$ cat src/rtl/mem_pkg.sv
// Shared types and constants for the MEM-stage data-bus access unit.
package mem_pkg;

  // Access type as carried down the pipeline (2'b11 also means byte).
  localparam logic [1:0] ST_WORD = 2'b00;
  localparam logic [1:0] ST_HALF = 2'b01;
  localparam logic [1:0] ST_BYTE = 2'b10;

  // dbus transfer size encoding.
  localparam logic [2:0] SIZE_BYTE = 3'd0;
  localparam logic [2:0] SIZE_HALF = 3'd1;
  localparam logic [2:0] SIZE_WORD = 3'd2;

  typedef enum logic [1:0] {
    IDLE = 2'd0,
    ADDR = 2'd1,
    DATA = 2'd2,
    DONE = 2'd3
  } state_e;

  // Natural alignment: word on 4 bytes, half on 2 bytes, byte always.
  function automatic logic is_aligned(input logic [1:0] addr_lo, input logic [1:0] st);
    logic ok;
    case (st)
      ST_WORD: ok = (addr_lo == 2'b00);
      ST_HALF: ok = ~addr_lo[0];
      default: ok = 1'b1;
    endcase
    return ok;
  endfunction

endpackage

$ cat src/rtl/mem_wstrobe_gen.sv
// Byte-lane strobe, replicated write data and transfer size for one access.
module mem_wstrobe_gen
  import mem_pkg::*;
(
  input  logic [1:0]  addr_lo_i,
  input  logic [1:0]  strobe_type_i,
  input  logic        write_i,
  input  logic [31:0] wdata_i,
  output logic [3:0]  strobe_o,
  output logic [31:0] data_o,
  output logic [2:0]  size_o
);

  logic [3:0] lanes;

  // Lane selection and data replication per access type; loads drive no strobes.
  always_comb begin
    lanes  = 4'b0000;
    data_o = wdata_i;
    size_o = SIZE_WORD;
    case (strobe_type_i)
      ST_WORD: begin
        lanes  = 4'b1111;
        data_o = wdata_i;
        size_o = SIZE_WORD;
      end
      ST_HALF: begin
        lanes  = 4'b0011 << {addr_lo_i[1], 1'b0};
        data_o = {2{wdata_i[15:0]}};
        size_o = SIZE_HALF;
      end
      default: begin
        lanes  = 4'b0001 << addr_lo_i;
        data_o = {4{wdata_i[7:0]}};
        size_o = SIZE_BYTE;
      end
    endcase
    strobe_o = write_i ? lanes : 4'b0000;
  end

endmodule

$ cat src/rtl/mem_dbus_access.sv
// MEM-stage data-bus access unit: issues one dbus request per aligned
// load/store, stalls until the response, then holds the raw read word.
// Build option MEM_ALIGN_CHECK_EN: misaligned accesses raise adel/ades and
// are not issued; otherwise the address is forced to natural alignment.
module mem_dbus_access
  import mem_pkg::*;
#(
  parameter int ADDR_W = 32,
  parameter int DATA_W = 32
) (
  input  logic              clk,
  input  logic              resetn,
  input  logic              req_valid,
  input  logic              req_write,
  input  logic [ADDR_W-1:0] req_addr,
  input  logic [1:0]        req_strobe_type,
  input  logic [DATA_W-1:0] req_wdata,
  input  logic              advance,
  output logic              dreq_valid,
  output logic [ADDR_W-1:0] dreq_addr,
  output logic [2:0]        dreq_size,
  output logic [3:0]        dreq_strobe,
  output logic [DATA_W-1:0] dreq_data,
  input  logic              dresp_addr_ok,
  input  logic              dresp_data_ok,
  input  logic [DATA_W-1:0] dresp_data,
  output logic              busy,
  output logic [DATA_W-1:0] rdata,
  output logic [1:0]        tail,
  output logic [1:0]        strobe_type_out,
  output logic              adel,
  output logic              ades
);

  state_e            state_q, state_d;
  logic [ADDR_W-1:0] addr_q;
  logic [1:0]        type_q;
  logic              write_q;
  logic [3:0]        strobe_q;
  logic [DATA_W-1:0] wdata_q;
  logic [2:0]        size_q;
  logic [DATA_W-1:0] rdata_q;

  logic              aligned;
  logic [ADDR_W-1:0] addr_eff;
  logic              take;
  logic              resp_fire;
  logic [3:0]        gen_strobe;
  logic [31:0]       gen_data;
  logic [2:0]        gen_size;

`ifdef MEM_ALIGN_CHECK_EN
  // Misaligned requests are flagged and never reach the bus.
  always_comb begin
    aligned  = is_aligned(req_addr[1:0], req_strobe_type);
    addr_eff = req_addr;
    adel     = req_valid & ~aligned & ~req_write;
    ades     = req_valid & ~aligned & req_write;
  end
`else
  // Everything proceeds; the low address bits are forced to natural alignment.
  always_comb begin
    aligned  = 1'b1;
    addr_eff = req_addr;
    case (req_strobe_type)
      ST_WORD: addr_eff[1:0] = 2'b00;
      ST_HALF: addr_eff[0]   = 1'b0;
      default: addr_eff      = req_addr;
    endcase
    adel = 1'b0;
    ades = 1'b0;
  end
`endif

  assign take      = (state_q == IDLE) & req_valid & aligned;
  assign resp_fire = ((state_q == ADDR) & dresp_addr_ok & dresp_data_ok) |
                     ((state_q == DATA) & dresp_data_ok);

  mem_wstrobe_gen u_wstrobe_gen (
    .addr_lo_i     (addr_eff[1:0]),
    .strobe_type_i (req_strobe_type),
    .write_i       (req_write),
    .wdata_i       (req_wdata),
    .strobe_o      (gen_strobe),
    .data_o        (gen_data),
    .size_o        (gen_size)
  );

  // State register.
  always_ff @(posedge clk or negedge resetn) begin
    if (!resetn) state_q <= IDLE;
    else         state_q <= state_d;
  end

  // Next-state logic; advance outside DONE and responses outside their state are ignored.
  always_comb begin
    state_d = state_q;
    case (state_q)
      IDLE:    if (take) state_d = ADDR;
      ADDR:    if (dresp_addr_ok) state_d = dresp_data_ok ? DONE : DATA;
      DATA:    if (dresp_data_ok) state_d = DONE;
      DONE:    if (advance) state_d = IDLE;
      default: state_d = IDLE;
    endcase
  end

  // Bus valid and pipeline stall.
  always_comb begin
    dreq_valid = (state_q == ADDR);
    busy       = req_valid & aligned & (state_q != DONE);
  end

  // Request fields are captured once on acceptance and held for the whole access.
  always_ff @(posedge clk or negedge resetn) begin
    if (!resetn) begin
      addr_q   <= '0;
      type_q   <= '0;
      write_q  <= 1'b0;
      strobe_q <= '0;
      wdata_q  <= '0;
      size_q   <= '0;
    end else if (take) begin
      addr_q   <= addr_eff;
      type_q   <= req_strobe_type;
      write_q  <= req_write;
      strobe_q <= gen_strobe;
      wdata_q  <= gen_data;
      size_q   <= gen_size;
    end
  end

  // Read word capture; stores leave the previous word in place.
  always_ff @(posedge clk or negedge resetn) begin
    if (!resetn)                    rdata_q <= '0;
    else if (resp_fire && !write_q) rdata_q <= dresp_data;
  end

  assign dreq_addr       = addr_q;
  assign dreq_size       = size_q;
  assign dreq_strobe     = strobe_q;
  assign dreq_data       = wdata_q;
  assign rdata           = rdata_q;
  assign tail            = addr_q[1:0];
  assign strobe_type_out = type_q;

endmodule

$ cat config.mk
export PLATFORM = sky130hd
export DESIGN_NAME = mem_dbus_access
export DESIGN_NICKNAME = d
export VERILOG_FILES = /design/src/rtl/mem_pkg.sv /design/src/rtl/mem_wstrobe_gen.sv /design/src/rtl/mem_dbus_access.sv
export SDC_FILE = /design/constraint.sdc
export NUM_CORES = 1
export LEC_CHECK = 0
export ABC_AREA = 1
export CAP_MARGIN = 20
export CORE_MARGIN = 2
export CORE_UTILIZATION = 45
export CTS_CLUSTER_SIZE = 25
export DETAILED_ROUTE_END_ITERATION = 10
export GPL_ROUTABILITY_DRIVEN = 0
export PLACE_DENSITY = 0.85
export SYNTH_ARGS = -nofsm -noshare
export SYNTH_HDL_FRONTEND = slang
export SYNTH_HIERARCHICAL = 1
export SYNTH_SLANG_ARGS = --single-unit
$ cat constraint.sdc
create_clock -name clk -period 2.31 [get_ports clk]
set_input_delay 0.693 -clock clk [delete_from_list [all_inputs] [get_ports clk]]
set_output_delay 0.693 -clock clk [all_outputs]
set_load 0.1 [all_outputs]
==> results.rst <==
.. list-table::
   :header-rows: 1

   * - Metric
     - Value
   * - Outcome
     - complete, no violations
   * - Total CTS buffers
     - 9
   * - Most common cell after layout, fill and taps aside
     - nand2_1
   * - Setup TNS
     - 0 ps
   * - Floorplan core area
     - 10800 sq um
   * - Die area
     - 11800 sq um
   * - Iter 0 DRT Violations
     - 323
   * - Crit path capture type
     - primary output
   * - Maximum buffer depth of the clock tree
     - 2
   * - Critical Path AT
     - 1400 ps
   * - Data required time of the worst path
     - 1620 ps
   * - CTS Root Cell
     - clkbuf_8
   * - CTS tree
     - yes
   * - Achievable Freq
     - 0.479 GHz
   * - Number of unique standard cell types used by synthesis
     - 22
   * - Detail Route Antenna Nets
     - 0
   * - Number of flip-flops and latches in the synthesized netlist
     - 108
   * - Final Max Slew Viols
     - 0
   * - Setup-failing EPs final
     - 0
   * - CP cell instances
     - inv_1 > ha_1 > buf_12
   * - Number of placement rows
     - 38
   * - Wire length of the first global-routing pass
     - 20500 um
   * - Class of the most critical setup path
     - flop to primary output
   * - Maxcap violations
     - 0
   * - Effective utilization at floorplan
     - 45.8%
   * - Share of post-route cells with drive strength above 1
     - 19.9%
   * - Die H
     - 109 um
   * - Share of the cycle needed by the critical path after routing
     - 90.5%
   * - Largest driver fanout on the critical path
     - 5
   * - Number of instances in the synthesized netlist
     - 595
   * - Number of sinks driven by the clock tree
     - 108
   * - Total global routing track utilization
     - 22.3%
   * - Pre-antenna DRT Iters
     - 7
   * - Initial antenna violation count
     - 0
   * - Overflow left after global routing
     - 0
   * - Final worst hold slack
     - 253 ps
   * - Mean routed wirelength per cell
     - 14.2 um
   * - Total wire length
     - 13300 um
   * - Via count normalized by instance count
     - 4.87
   * - Vias after detailed routing
     - 4544
   * - Horizontal extent of the die
     - 109 um
   * - Clock latency of the later-clocked register in the worst-skew pair
     - 360 ps
   * - Slowest stage cell on the critical path
     - dfrtp_1
   * - Setup repair after global routing missed its margin
     - false
   * - Final setup skew
     - 11.0 ps
   * - Filler cell count in the final layout
     - 873
   * - Quantity of I/O buffers inserted on ports
     - 213
   * - Count of final hold-check violations
     - 0
   * - Clock slew seen by the registers of the worst setup and hold paths
     - 100 ps
   * - Layout Nets
     - 899
   * - Average cell area after synthesis
     - 8.30 sq um
   * - Largest net degree at the start of global routing
     - 47
   * - CP bufs+invs
     - 2
   * - Count of synthesis-stage warnings from yosys
     - 6
   * - Via count of the first global-routing pass
     - 4320
   * - Drc violations
     - 0
   * - Area growth syn-to-layout
     - 41.2%
   * - Antenna Cells
     - 0
   * - Total standard cell area after synthesis
     - 4940 sq um
   * - Post-CTS setup buffers
     - 0
   * - Worst min-delay path class
     - input port to asynchronous set/reset pin
   * - Crit path launch type
     - flop
   * - Final Critical Period
     - 2090 ps
   * - Slowest Stage Delay on Critical Path
     - 430 ps
   * - Count of pins on the block boundary
     - 216
   * - Commonest non-fill, non-tap cells in the layout
     - 344 x nand2_1, 116 x buf_4, 108 x dfrtp_1
   * - Number of H-tree branching levels
     - 3
   * - Crit-path leading delay family
     - flip-flops
   * - Detailed Place HPWL
     - 9870 um
   * - Sequential share of the synthesized area
     - 54.7%
==> cell usage after synthesis <==
cell,instances,area share [%]
a21o_4,1,0.30
buf_12,1,0.41
buf_6,11,2.5
a21oi_1,4,0.41
clkbuf_1,2,0.15
conb_1,2,0.15
buf_2,5,0.51
o21a_1,1,0.15
inv_1,8,0.61
inv_2,4,0.30
nor2_1,6,0.46
buf_4,23,3.5
dfrtp_1,108,55
ha_1,5,1.3
o21ai_0,11,1.1
nand2_1,344,26
nand2_8,1,0.41
nor2_8,2,0.81
nand2_2,11,1.4
nor2_4,1,0.23
nand3_1,43,4.4
nand3b_1,1,0.15
==> metal layers <==
metal	vias to the layer above	routed length [um]	global-route usage [%]
li1	2192	-	-
met1	2135	5480	27.5
met2	197	6430	38.2
met3	20	1090	4.66
met4	0	267	8.88
met5	-	0	0
==> timing repair <==
item,CTS,global route
hold buffers,0,0
endpoints found under the setup margin,0,1
resized for setup,0,1
==> final timing paths <==
path                                             end  slack, ps                   start  cells after the start
setup / recovery                          dreq_valid        220  state_q[1]$_DFFE_PN0P_                      3
hold / removal             dreq_addr[28]$_DFFE_PN0P_        250                  resetn                      1
setup reg to reg                rdata[6]$_DFFE_PN0P_        650  state_q[1]$_DFFE_PN0P_                      6
hold reg to reg                rdata[19]$_DFFE_PN0P_        490   rdata[19]$_DFFE_PN0P_                      2
max in group asynchronous  dreq_data[10]$_DFFE_PN0P_       1420                  resetn                      2
min in group clk               rdata[19]$_DFFE_PN0P_        490   rdata[19]$_DFFE_PN0P_                      2
==> flip-flops by register name (all words and copies together) (netlist names) <==
register and count:
rdata 32, dreq_size 3, dreq_strobe 4, dreq_data 32
state_q 2, strobe_type_out 2, write_q 1, dreq_addr 32
==> area by class of cell <==
class	count	area [sq um]	area share (%)
clock buffers	10	138	1.97
multi-input cells	434	1850	26.5
flip-flops and latches	108	2700	38.7
well taps	140	175	2.51
clock inverters	6	62.6	0.897
repair buffers	224	2000	28.7
inverters	12	45.0	0.646
==> cells by family after synthesis <==
family	count (synthesis)	synth area share [%]
other cells	2	0.152
simple gates	409	33.9
compound gates	17	1.98
buf+inv	54	7.98
flops	108	54.7
fa+ha+maj	5	1.27
==> stage by stage <==
| stage | instances | util (%) | setup WS [ps] | cell area [sq um] |
|---|---|---|---|---|
| floorplan | 596 | - | 108 | 4950 |
| global placement | 918 | 62.8 | 47.5 | 6780 |
| detailed placement | 918 | 62.8 | 34.6 | 6780 |
| CTS | 934 | 64.6 | 34.4 | 6980 |
| global route | 934 | 64.7 | 153 | 6980 |
| finish | 934 | 64.7 | 221 | 6980 |
==> worst reg2reg max path, delay by kind of cell, from the launching register on <==
kind,cells,cell delay [ps]
AO/OA/AOI/OAI,1,190
adder cells (fa/ha/maj),1,290
buffers and inverters,2,430
flip-flops,1,430
AND/OR/NAND/NOR,2,270
Power is not shown: default switching activity piles up to over one toggle a cycle in this logic, so the estimate is an artifact.
